===== src/rtl/branch_unit_pipe.sv =====
// Branch resolution: compare, target/fall-through select, mispredict flag, saturating stats.
// Latency 2 cycles (S1 compare/add, S2 select); one result per cycle when i_ready stays high.
// Holds 2 requests under back-pressure; o_ready drops combinationally, no skid buffer.
module branch_unit_pipe #(
  parameter int XLEN  = 32,
  parameter int CNT_W = 16
) (
  input  logic             clk,
  input  logic             rst,
  input  logic             i_valid,
  output logic             o_ready,
  input  logic [XLEN-1:0]  i_a,
  input  logic [XLEN-1:0]  i_b,
  input  logic [2:0]       i_cmp_op,
  input  logic [XLEN-1:0]  i_pc,
  input  logic [XLEN-1:0]  i_imm,
  input  logic             i_pred_taken,
  input  logic             i_flush,
  output logic             o_valid,
  input  logic             i_ready,
  output logic             o_taken,
  output logic [XLEN-1:0]  o_target,
  output logic             o_mispredict,
  output logic [CNT_W-1:0] o_branches,
  output logic [CNT_W-1:0] o_mispredicts
);

  localparam logic [2:0] OP_EQ   = 3'b000;
  localparam logic [2:0] OP_NE   = 3'b001;
  localparam logic [2:0] OP_ALW  = 3'b010;
  localparam logic [2:0] OP_NEV  = 3'b011;
  localparam logic [2:0] OP_LT   = 3'b100;
  localparam logic [2:0] OP_GE   = 3'b101;
  localparam logic [2:0] OP_LTU  = 3'b110;
  localparam logic [2:0] OP_GEU  = 3'b111;

  // Stage 1: compare result plus both candidate next PCs.
  logic             s1_valid_q;
  logic             s1_taken_q;
  logic             s1_pred_q;
  logic [XLEN-1:0]  s1_tgt_q;
  logic [XLEN-1:0]  s1_seq_q;

  // Stage 2: the architecturally visible result registers.
  logic             s2_valid_q;
  logic             s2_taken_q;
  logic             s2_misp_q;
  logic [XLEN-1:0]  s2_target_q;

  logic [CNT_W-1:0] br_cnt_q, br_cnt_d;
  logic [CNT_W-1:0] mp_cnt_q, mp_cnt_d;

  logic             cmp_taken;
  logic             s2_load;
  logic             accept;
  logic             xfer;

  // S2 can take a new value when empty or when its current result leaves this cycle.
  assign s2_load = !s2_valid_q || i_ready;
  // S1 is free when empty or when it moves into S2; flush blocks new input.
  assign o_ready = !i_flush && (!s1_valid_q || s2_load);
  assign accept  = i_valid && o_ready;
  // A handshake in the flush cycle still counts as delivered.
  assign xfer    = s2_valid_q && i_ready;

  assign o_valid       = s2_valid_q;
  assign o_taken       = s2_taken_q;
  assign o_target      = s2_target_q;
  assign o_mispredict  = s2_misp_q;
  assign o_branches    = br_cnt_q;
  assign o_mispredicts = mp_cnt_q;

  // Evaluate the requested compare on the incoming operands.
  always_comb begin
    cmp_taken = 1'b0;
    case (i_cmp_op)
      OP_EQ:   cmp_taken = (i_a == i_b);
      OP_NE:   cmp_taken = (i_a != i_b);
      OP_ALW:  cmp_taken = 1'b1;
      OP_NEV:  cmp_taken = 1'b0;
      OP_LT:   cmp_taken = ($signed(i_a) <  $signed(i_b));
      OP_GE:   cmp_taken = ($signed(i_a) >= $signed(i_b));
      OP_LTU:  cmp_taken = (i_a <  i_b);
      OP_GEU:  cmp_taken = (i_a >= i_b);
      default: cmp_taken = 1'b0;
    endcase
  end

  // Saturating statistics: bump on each delivered result, stick at all-ones.
  always_comb begin
    br_cnt_d = br_cnt_q;
    mp_cnt_d = mp_cnt_q;
    if (xfer && (br_cnt_q != {CNT_W{1'b1}})) begin
      br_cnt_d = br_cnt_q + CNT_W'(1);
    end
    if (xfer && s2_misp_q && (mp_cnt_q != {CNT_W{1'b1}})) begin
      mp_cnt_d = mp_cnt_q + CNT_W'(1);
    end
  end

  // Pipeline advance, flush and reset; reset overrides flush and every handshake.
  always_ff @(posedge clk) begin
    if (rst) begin
      s1_valid_q  <= 1'b0;
      s1_taken_q  <= 1'b0;
      s1_pred_q   <= 1'b0;
      s1_tgt_q    <= '0;
      s1_seq_q    <= '0;
      s2_valid_q  <= 1'b0;
      s2_taken_q  <= 1'b0;
      s2_misp_q   <= 1'b0;
      s2_target_q <= '0;
    end else if (i_flush) begin
      s1_valid_q <= 1'b0;
      s2_valid_q <= 1'b0;
    end else begin
      if (s2_load) begin
        s2_valid_q <= s1_valid_q;
        if (s1_valid_q) begin
          s2_taken_q  <= s1_taken_q;
          s2_target_q <= s1_taken_q ? s1_tgt_q : s1_seq_q;
          s2_misp_q   <= s1_taken_q ^ s1_pred_q;
        end
      end
      if (o_ready) begin
        s1_valid_q <= i_valid;
        if (accept) begin
          s1_taken_q <= cmp_taken;
          s1_pred_q  <= i_pred_taken;
          s1_tgt_q   <= i_pc + i_imm;
          s1_seq_q   <= i_pc + XLEN'(4);
        end
      end
    end
  end

  // Statistics counters; survive flush, cleared only by reset.
  always_ff @(posedge clk) begin
    if (rst) begin
      br_cnt_q <= '0;
      mp_cnt_q <= '0;
    end else begin
      br_cnt_q <= br_cnt_d;
      mp_cnt_q <= mp_cnt_d;
    end
  end

endmodule


===== config.mk =====
export PLATFORM = sky130hd
export DESIGN_NAME = branch_unit_pipe
export DESIGN_NICKNAME = d
export VERILOG_FILES = /design/src/rtl/branch_unit_pipe.sv
export SDC_FILE = /design/constraint.sdc
export NUM_CORES = 1
export LEC_CHECK = 0
export ABC_CLOCK_PERIOD_IN_PS = 3380
export CORE_MARGIN = 4
export CORE_UTILIZATION = 35
export CTS_CLUSTER_DIAMETER = 120
export DETAILED_ROUTE_END_ITERATION = 10
export RECOVER_POWER = 100
export SLEW_MARGIN = 25
export SYNTH_ARGS = -nofsm -noshare
export SYNTH_HDL_FRONTEND = slang
export SYNTH_SLANG_ARGS = --single-unit

===== constraint.sdc =====
create_clock -name clk -period 3.38 [get_ports clk]
set_clock_uncertainty 0.15 [all_clocks]
set_input_delay 0.507 -clock clk [delete_from_list [all_inputs] [get_ports clk]]
set_output_delay 0.507 -clock clk [all_outputs]
set_load 0.005 [all_outputs]

==> results of run 1 <==
[state kept, by name, indices dropped and copies added (netlist names)]
signal         count
o_taken            1
o_mispredicts     16
o_branches        16
o_valid            1
s1_tgt_q          32
s1_taken_q         1
s1_seq_q          32
s1_valid_q         1
s1_pred_q          1
o_target          32
o_mispredict       1
[area by class of cell]
class | count | area, sq um | area share, %
Multi-Input combinational cell | 761 | 5070 | 44.5
Sequential cell | 134 | 2680 | 23.6
Timing Repair Buffer | 260 | 2470 | 21.7
Clock buffer | 18 | 439 | 3.86
Tap cell | 285 | 357 | 3.13
Clock inverter | 14 | 198 | 1.74
Inverter | 44 | 165 | 1.45
[metrics by stage]
step,worst slack [ps],std cells,hold slack (ps),area (sq um),util (%)
2_1_floorplan,489,982,282,8080,-
3_3_place_gp,-422,1483,290,10800,47.4
3_5_place_dp,-517,1483,296,10800,47.4
4_1_cts,48.7,1515,302,11400,50.3
5_1_grt,11.0,1516,330,11400,50.1
6_report,217,1516,300,11400,50.1
[cells in the mapped netlist (2+ instances only)]
cell type and instances:
dfxtp_1 134, nor2_1 123, nand2_1 91, a21oi_1 72, a211oi_1 68, ha_1 66, xor2_1 45, inv_1 44
clkbuf_1 36, mux2i_1 36, nand3_1 34, xnor2_1 29, o21ai_0 28, a21o_1 21, nand4_1 20, and3_1 18
nor3_1 13, or3_1 11, and2_1 9, nor2b_1 8, buf_1 7, a31oi_1 6, a311oi_1 5, and4_1 5
o211ai_1 4, o21a_1 4, nand2b_1 3, a2111oi_2 2, a211o_1 2, nand3b_1 2, nor3b_1 2, o21ai_1 2
o22ai_1 2, o311ai_0 2, o31ai_1 2
[per-layer routing]
layer / vias to the layer above / share of wire (%)
li1: 3987 / -
met1: 3541 / 47
met2: 141 / 48
met3: 14 / 4.1
met4: 0 / 0.97
met5: - / 0
[what timing repair did]
action                     CTS  global route
setup endpoints to repair    2             6
setup buffers                0             1
pin swaps                    0             2
gates resized for setup      2             4
[placed cells by master (no fill, tap or decap), types with 3 or more instances in the layout]
| master | instances |
|---|---|
| nor3_1 | 13 |
| nor2_1 | 122 |
| nand4_1 | 20 |
| nand3_1 | 35 |
| clkinv_4 | 4 |
| a311oi_1 | 5 |
| inv_1 | 44 |
| and2_1 | 4 |
| clkdlybuf4s50_1 | 133 |
| dfxtp_1 | 133 |
| o211ai_1 | 4 |
| nand2_1 | 91 |
| a21oi_1 | 71 |
| o21ai_0 | 27 |
| ha_1 | 66 |
| xor2_1 | 45 |
| and2_0 | 5 |
| xnor2_1 | 29 |
| nor2b_1 | 8 |
| nand2b_1 | 3 |
| a211oi_1 | 68 |
| a31oi_1 | 7 |
| clkbuf_16 | 17 |
| bufinv_16 | 4 |
| a21o_1 | 21 |
| o21a_1 | 4 |
| or3_1 | 11 |
| and4_1 | 5 |
| dlygate4sd3_1 | 70 |
| buf_4 | 50 |
| o21ai_2 | 4 |
| mux2i_1 | 36 |
| clkbuf_1 | 3 |
| and3_1 | 18 |
[kinds of logic after synthesis]
group / Yosys count / synth area share (%)
AO/OA/AOI/OAI: 233 / 19.2
AND/OR/NAND/NOR: 350 / 20.5
multiplexers: 37 / 4.60
buffers and inverters: 87 / 4.04
flip-flops: 134 / 33.2
XOR/XNOR: 74 / 8.02
adder cells (fa/ha/maj): 67 / 10.5
[power breakdown]
part / total [mW] / switching, mW / internal [mW]
combinational: 0.886 / 0.420 / 0.465
clock: 2.00 / 0.738 / 1.26
sequential: 1.69 / 0.0465 / 1.65
total: 4.58 / 1.20 / 3.37
[final timing paths]
path | start | end | slack [ps] | cells after the start
setup / recovery | i_pc[0] | s1_tgt_q[20] | 220 | 15
hold / removal | s1_tgt_q[6] | s1_tgt_q[6] | 300 | 2
setup reg to reg | o_mispredicts[0] | o_mispredicts[13] | 460 | 8
hold reg to reg | s1_tgt_q[6] | s1_tgt_q[6] | 300 | 2
[worst min-delay path, delay by kind of cell, from the launching register on]
kind	cells	cell delay, ps
compound gates	1	50
simple gates	1	50
flops	1	310
==> impl_metrics.csv, run 1 <==
group,metric,value,unit
floorplanning,start_util,35.6,%
synthesis,syn-cell-area,8080,sq um
pwr,peakVddDrop,0.000300,V
setup_path,slowest_delay,480,ps
synthesis,ys.flop_type,"dfxtp_1",
grt,met2_usage,29.5,%
timing,hold_viol,0,
detailed_routing,drt_iter0_drc,364,
finish,area_growth,40.9,%
detailed_routing,finalWirelength,22.8,mm
finish,nFillCells,2152,
clock_network,clkTransAtPathRegs,60,ps
setup_path,timing.critical_path.buf_inv,4,
grt,grtUsageTotal,17.7,%
clock_network,h-tree-depth,4,
synthesis,ys_ff_latch,134,
synthesis,async_flop_share,0,%
clock_network,cts_tree,"yes",
synthesis,syn_avg_cell_area,8.23,sq um
clock_network,cts.sinks,134,
detailed_routing,drc_errors,0,
synthesis,synth-edff-count,0,
timing,slew_headroom,-25.7,%
clock_network,clkLatencyLatePin,420,ps
floorplanning,chipWidth,160,um
place,portBuffers,204,
timing,worstMarginPinSlew,1890,ps
clock_network,numCtsBuffers,17,
setup_path,critPathRequiredTime,3580,ps
synthesis,synth_cells,982,
clock_network,cts_root_buffer,"clkbuf_16",
detailed_routing,routedWlPerCell,15.0,um
grt,overflow,0,
synthesis,ys_types,61,
place,place.gp.congestion,0.821,
detailed_routing,first_pass_iters,4,
floorplanning,num_rows,55,
setup_path,criticalPathCategory,"primary input to flop",
grt,busiest_layer,"met2",
pwr,p_leak,4.68,nW
setup_path,cp-end-kind,"flop",
setup_path,path_delay_family,"compound AO/OA/AOI/OAI gates",
synthesis,synth_top_area_share,33.2,%
synthesis,synth_top_area_cell,"dfxtp_1",
finish,drive_gt1_share,8.69,%
timing,rsz0062_at_grt,"false",
outcome,violations,"capacitance limit, slew limit",
setup_path,slowest_stage,"clkdlybuf4s50_1",
synthesis,synth_seq_area_share,33.2,%
setup_path,worstPathCellList,"clkdlybuf4s50_1 -> ha_1 -> inv_1 -> fa_1 -> nor2b_1 -> o21ai_0 -> a21oi_2 -> o21ai_2 -> a2111oi_2 -> buf_4 -> nor2_1 -> clkbuf_4 -> xnor2_1 -> nand2_1 -> a21oi_1",
pwr,p_total,4.58,mW
floorplanning,fp.dieH,160,um
setup_path,cp_data_arrival_time,3360,ps
grt,grt_max_degree,65,
timing,finalCritPeriodShare,93.6,%
grt,first_global_vias,7534,
clock_network,cts_buffer_depth,2,
detailed_routing,ant_nets,0,
timing,min_period,3160,ps
place,dp_hpwl,17.5,mm
timing,fmax,0.316,GHz
setup_path,worstPathMaxFanout,4,
worst_hold_path,worstHoldPathType,"flop to flop",
grt,grt_antenna_before_repair,0,
detailed_routing,vias,7683,
pwr,powerDensity,402,nW/um^2
synthesis,synth_warnings,0,
finish,insertedDiodeCount,0,
outcome,outcome,"finished, violations left",
timing,slew_violations,42,
synthesis,synth_nets,1186,
clock_network,ctsHoldBuffers,0,
grt,grtUsageMet1,24.1,%
timing,fin_tns_setup,0,ps
grt,grt_first_pass_wirelength,37.7,mm
floorplanning,core,22700,sq um
setup_path,start_kind,"primary input",
run,drv_cap,1,
finish,final_nets,1422,
grt,met3_usage,3.33,%
timing,setup_viol,0,
synthesis,ys_top_cells_by_area,"dfxtp_1, ha_1, a211oi_1, nor2_1, xor2_1",
floorplanning,io_pins,205,
detailed_routing,vias_per_cell,5.07,
floorplanning,fp.dieArea,25600,sq um
Power figures use the tool's default switching activity.
==> run 2: changes to the inputs <==
--- a/config.mk
+++ b/config.mk
@@ -10,8 +10,9 @@
 export CORE_UTILIZATION = 35
 export CTS_CLUSTER_DIAMETER = 120
 export DETAILED_ROUTE_END_ITERATION = 10
+export PLACE_DENSITY_LB_ADDON = 0.12
 export RECOVER_POWER = 100
-export SLEW_MARGIN = 25
+export SLEW_MARGIN = 20
 export SYNTH_ARGS = -nofsm -noshare
 export SYNTH_HDL_FRONTEND = slang
 export SYNTH_SLANG_ARGS = --single-unit
==> run 2 against run 1 <==
Compared with the run above: sequential share of layout area about the same; sequential power barely moved; core utilization barely moved; first-iteration DRC count up 7.7%; setup slack gained 10 ps; cell count grew 0.46%; combinational power shrank 1%; non-clock buffer count grew 7; largest power group unchanged; the flow still finishes with violations (capacitance limit, slew limit).
==> impl_metrics.csv, run 2 (synthesized netlist as in run 1, its figures left out) <==
group,metric,value,unit
outcome,violations,"capacitance limit, slew limit",
finish,final_nets,1429,
clock_network,ctsHoldBuffers,0,
run,drv_cap,2,
setup_path,critPathRequiredTime,3530,ps
setup_path,cp-end-kind,"flop",
finish,instances_no_fill,1523,
finish,area_growth,40.8,%
setup_path,worstPathMaxFanout,5,
floorplanning,num_rows,55,
floorplanning,fp.dieArea,25600,sq um
grt,grt_max_degree,107,
setup_path,criticalPathCategory,"primary input to flop",
place,portBuffers,204,
finish,insertedDiodeCount,0,
finish,finish.utilization,50.1,%
timing,hold_viol,0,
pwr,powerDensity,396,nW/um^2
timing,rsz0062_at_grt,"false",
detailed_routing,vias_per_cell,5.03,
worst_hold_path,worstHoldPathType,"flop to flop",
place,placedCellCount,1491,
setup_path,cp_data_arrival_time,3310,ps
detailed_routing,drc_errors,0,
detailed_routing,drt_iter0_drc,392,
timing,setup_viol,0,
place,dpl_cell_area,10800,sq um
place,place_ws,-341,ps
setup_path,slowest_stage,"clkdlybuf4s50_1",
timing,worstMarginPinSlew,2220,ps
finish,drive_gt1_share,9.05,%
pwr,p_total,4.51,mW
detailed_routing,routedWlPerCell,14.7,um
detailed_routing,first_pass_iters,5,
grt,grt_antenna_before_repair,0,
timing,slew_violations,144,
place,dp_hpwl,17.2,mm
floorplanning,start_util,35.6,%
setup_path,start_kind,"primary input",
floorplanning,core,22700,sq um
timing,worst_slack,227,ps
detailed_routing,ant_nets,0,
grt,first_global_vias,7298,
floorplanning,fp.dieH,160,um
clock_network,cts_root_buffer,"clkbuf_16",
worst_hold_path,hold_path_depth,2,
setup_path,slowest_delay,420,ps
finish,nFillCells,2217,
floorplanning,io_pins,205,
detailed_routing,finalWirelength,22.4,mm
grt,grt_first_pass_wirelength,36.6,mm
clock_network,clkLatencyLatePin,420,ps
finish,regArea,2680,sq um
timing,holdWs,302,ps
timing,slew_headroom,-48.2,%
timing,fin_tns_setup,0,ps
place,place.gp.congestion,0.808,
floorplanning,chipWidth,160,um
grt,grtUsageTotal,17.1,%
timing,finalCritPeriodShare,93.3,%
pwr,peakVddDrop,0.000233,V
timing,fmax,0.317,GHz
timing,min_period,3150,ps
clock_network,numCtsBuffers,17,
finish,final_cell_mix,"clkdlybuf4s50_1, dfxtp_1, nor2_1",
detailed_routing,vias,7655,
clock_network,h-tree-depth,4,
clock_network,cts.sinks,134,
setup_path,worstPathCellList,"clkdlybuf4s50_1 -> clkbuf_4 -> ha_1 -> a21oi_1 -> nand4b_1 -> a2111oi_2 -> nor2_1 -> a211o_1 -> o21ai_2 -> o21a_4 -> a311oi_1 -> o311a_1",
pwr,p_leak,4.68,nW
outcome,outcome,"finished, violations left",
finish,multiInputGateArea,5060,sq um
clock_network,cts_buffer_depth,2,
setup_path,reg2reg_depth,6,
finish,stdcell_area,11400,sq um
grt,overflow,0,
clock_network,cts_tree,"yes",
clock_network,clkTransAtPathRegs,60,ps
==> run 2: cell count changes in the layout (fill, tap and decap cells not counted), sizes merged <==
cell,previous run,this run
clkbuf,23,26
buf,52,56
inv,46,47
bufinv,4,3
==> run 2: cell type report <==
class	count	share of cell area, %
clock buffer	18	3.86
clock inverter	14	1.52
inverter	44	1.45
multi-input combinational	761	44.5
sequential	134	23.6
tap	285	3.13
timing repair buffer	267	21.9
==> run 2: worst paths after layout <==
check	to	startpoint	slack [ps]
max	s1_tgt_q[31]	i_pc[1]	230
min	s1_tgt_q[11]	s1_tgt_q[11]	300
max reg2reg	s1_tgt_q[11]	o_valid	730
min reg2reg	s1_tgt_q[11]	s1_tgt_q[11]	300
==> run 2: what timing repair did <==
item | CTS | global route
setup endpoints to repair | 0 | 5
resized for setup | 0 | 4
setup buffers | 0 | 0
endpoints found under the hold margin | 0 | 0
==> run 2: critical path: cells and delay by family <==
family | cells | cell delay (ps)
AOI/OAI and AO/OA | 7 | 1550
and+or+nand+nor | 2 | 410
buffers and inverters | 2 | 570
adders and majority gates | 1 | 260
==> run 2: layer usage <==
| layer | track usage, % | wire, um | vias to the layer above |
|---|---|---|---|
| li1 | - | - | 4009 |
| met1 | 23.5 | 11000 | 3471 |
| met2 | 27.9 | 10200 | 156 |
| met3 | 2.84 | 848 | 19 |
| met4 | 4.85 | 312 | 0 |
| met5 | 0 | 0 | - |
==> run 2: power by group <==
group / leakage [nW] / internal (mW) / total, mW / switching [mW]
logic: 3.29 / 0.464 / 0.877 / 0.412
clock network: 0.297 / 1.19 / 1.94 / 0.750
registers: 1.09 / 1.65 / 1.69 / 0.0479
==> run 3: changes to the inputs <==
--- a/config.mk
+++ b/config.mk
@@ -6,12 +6,15 @@
 export NUM_CORES = 1
 export LEC_CHECK = 0
 export ABC_CLOCK_PERIOD_IN_PS = 3380
+export CAP_MARGIN = 20
 export CORE_MARGIN = 4
 export CORE_UTILIZATION = 35
+export CTS_BUF_LIST = sky130_fd_sc_hd__clkbuf_4 sky130_fd_sc_hd__clkbuf_8 sky130_fd_sc_hd__clkbuf_16
 export CTS_CLUSTER_DIAMETER = 120
 export DETAILED_ROUTE_END_ITERATION = 10
 export PLACE_DENSITY_LB_ADDON = 0.12
 export RECOVER_POWER = 100
+export SKIP_LAST_GASP = 1
 export SLEW_MARGIN = 20
 export SYNTH_ARGS = -nofsm -noshare
 export SYNTH_HDL_FRONTEND = slang
==> results of run 3 <==
No change in the layout: final DEF, timing and power equal those of run 2.
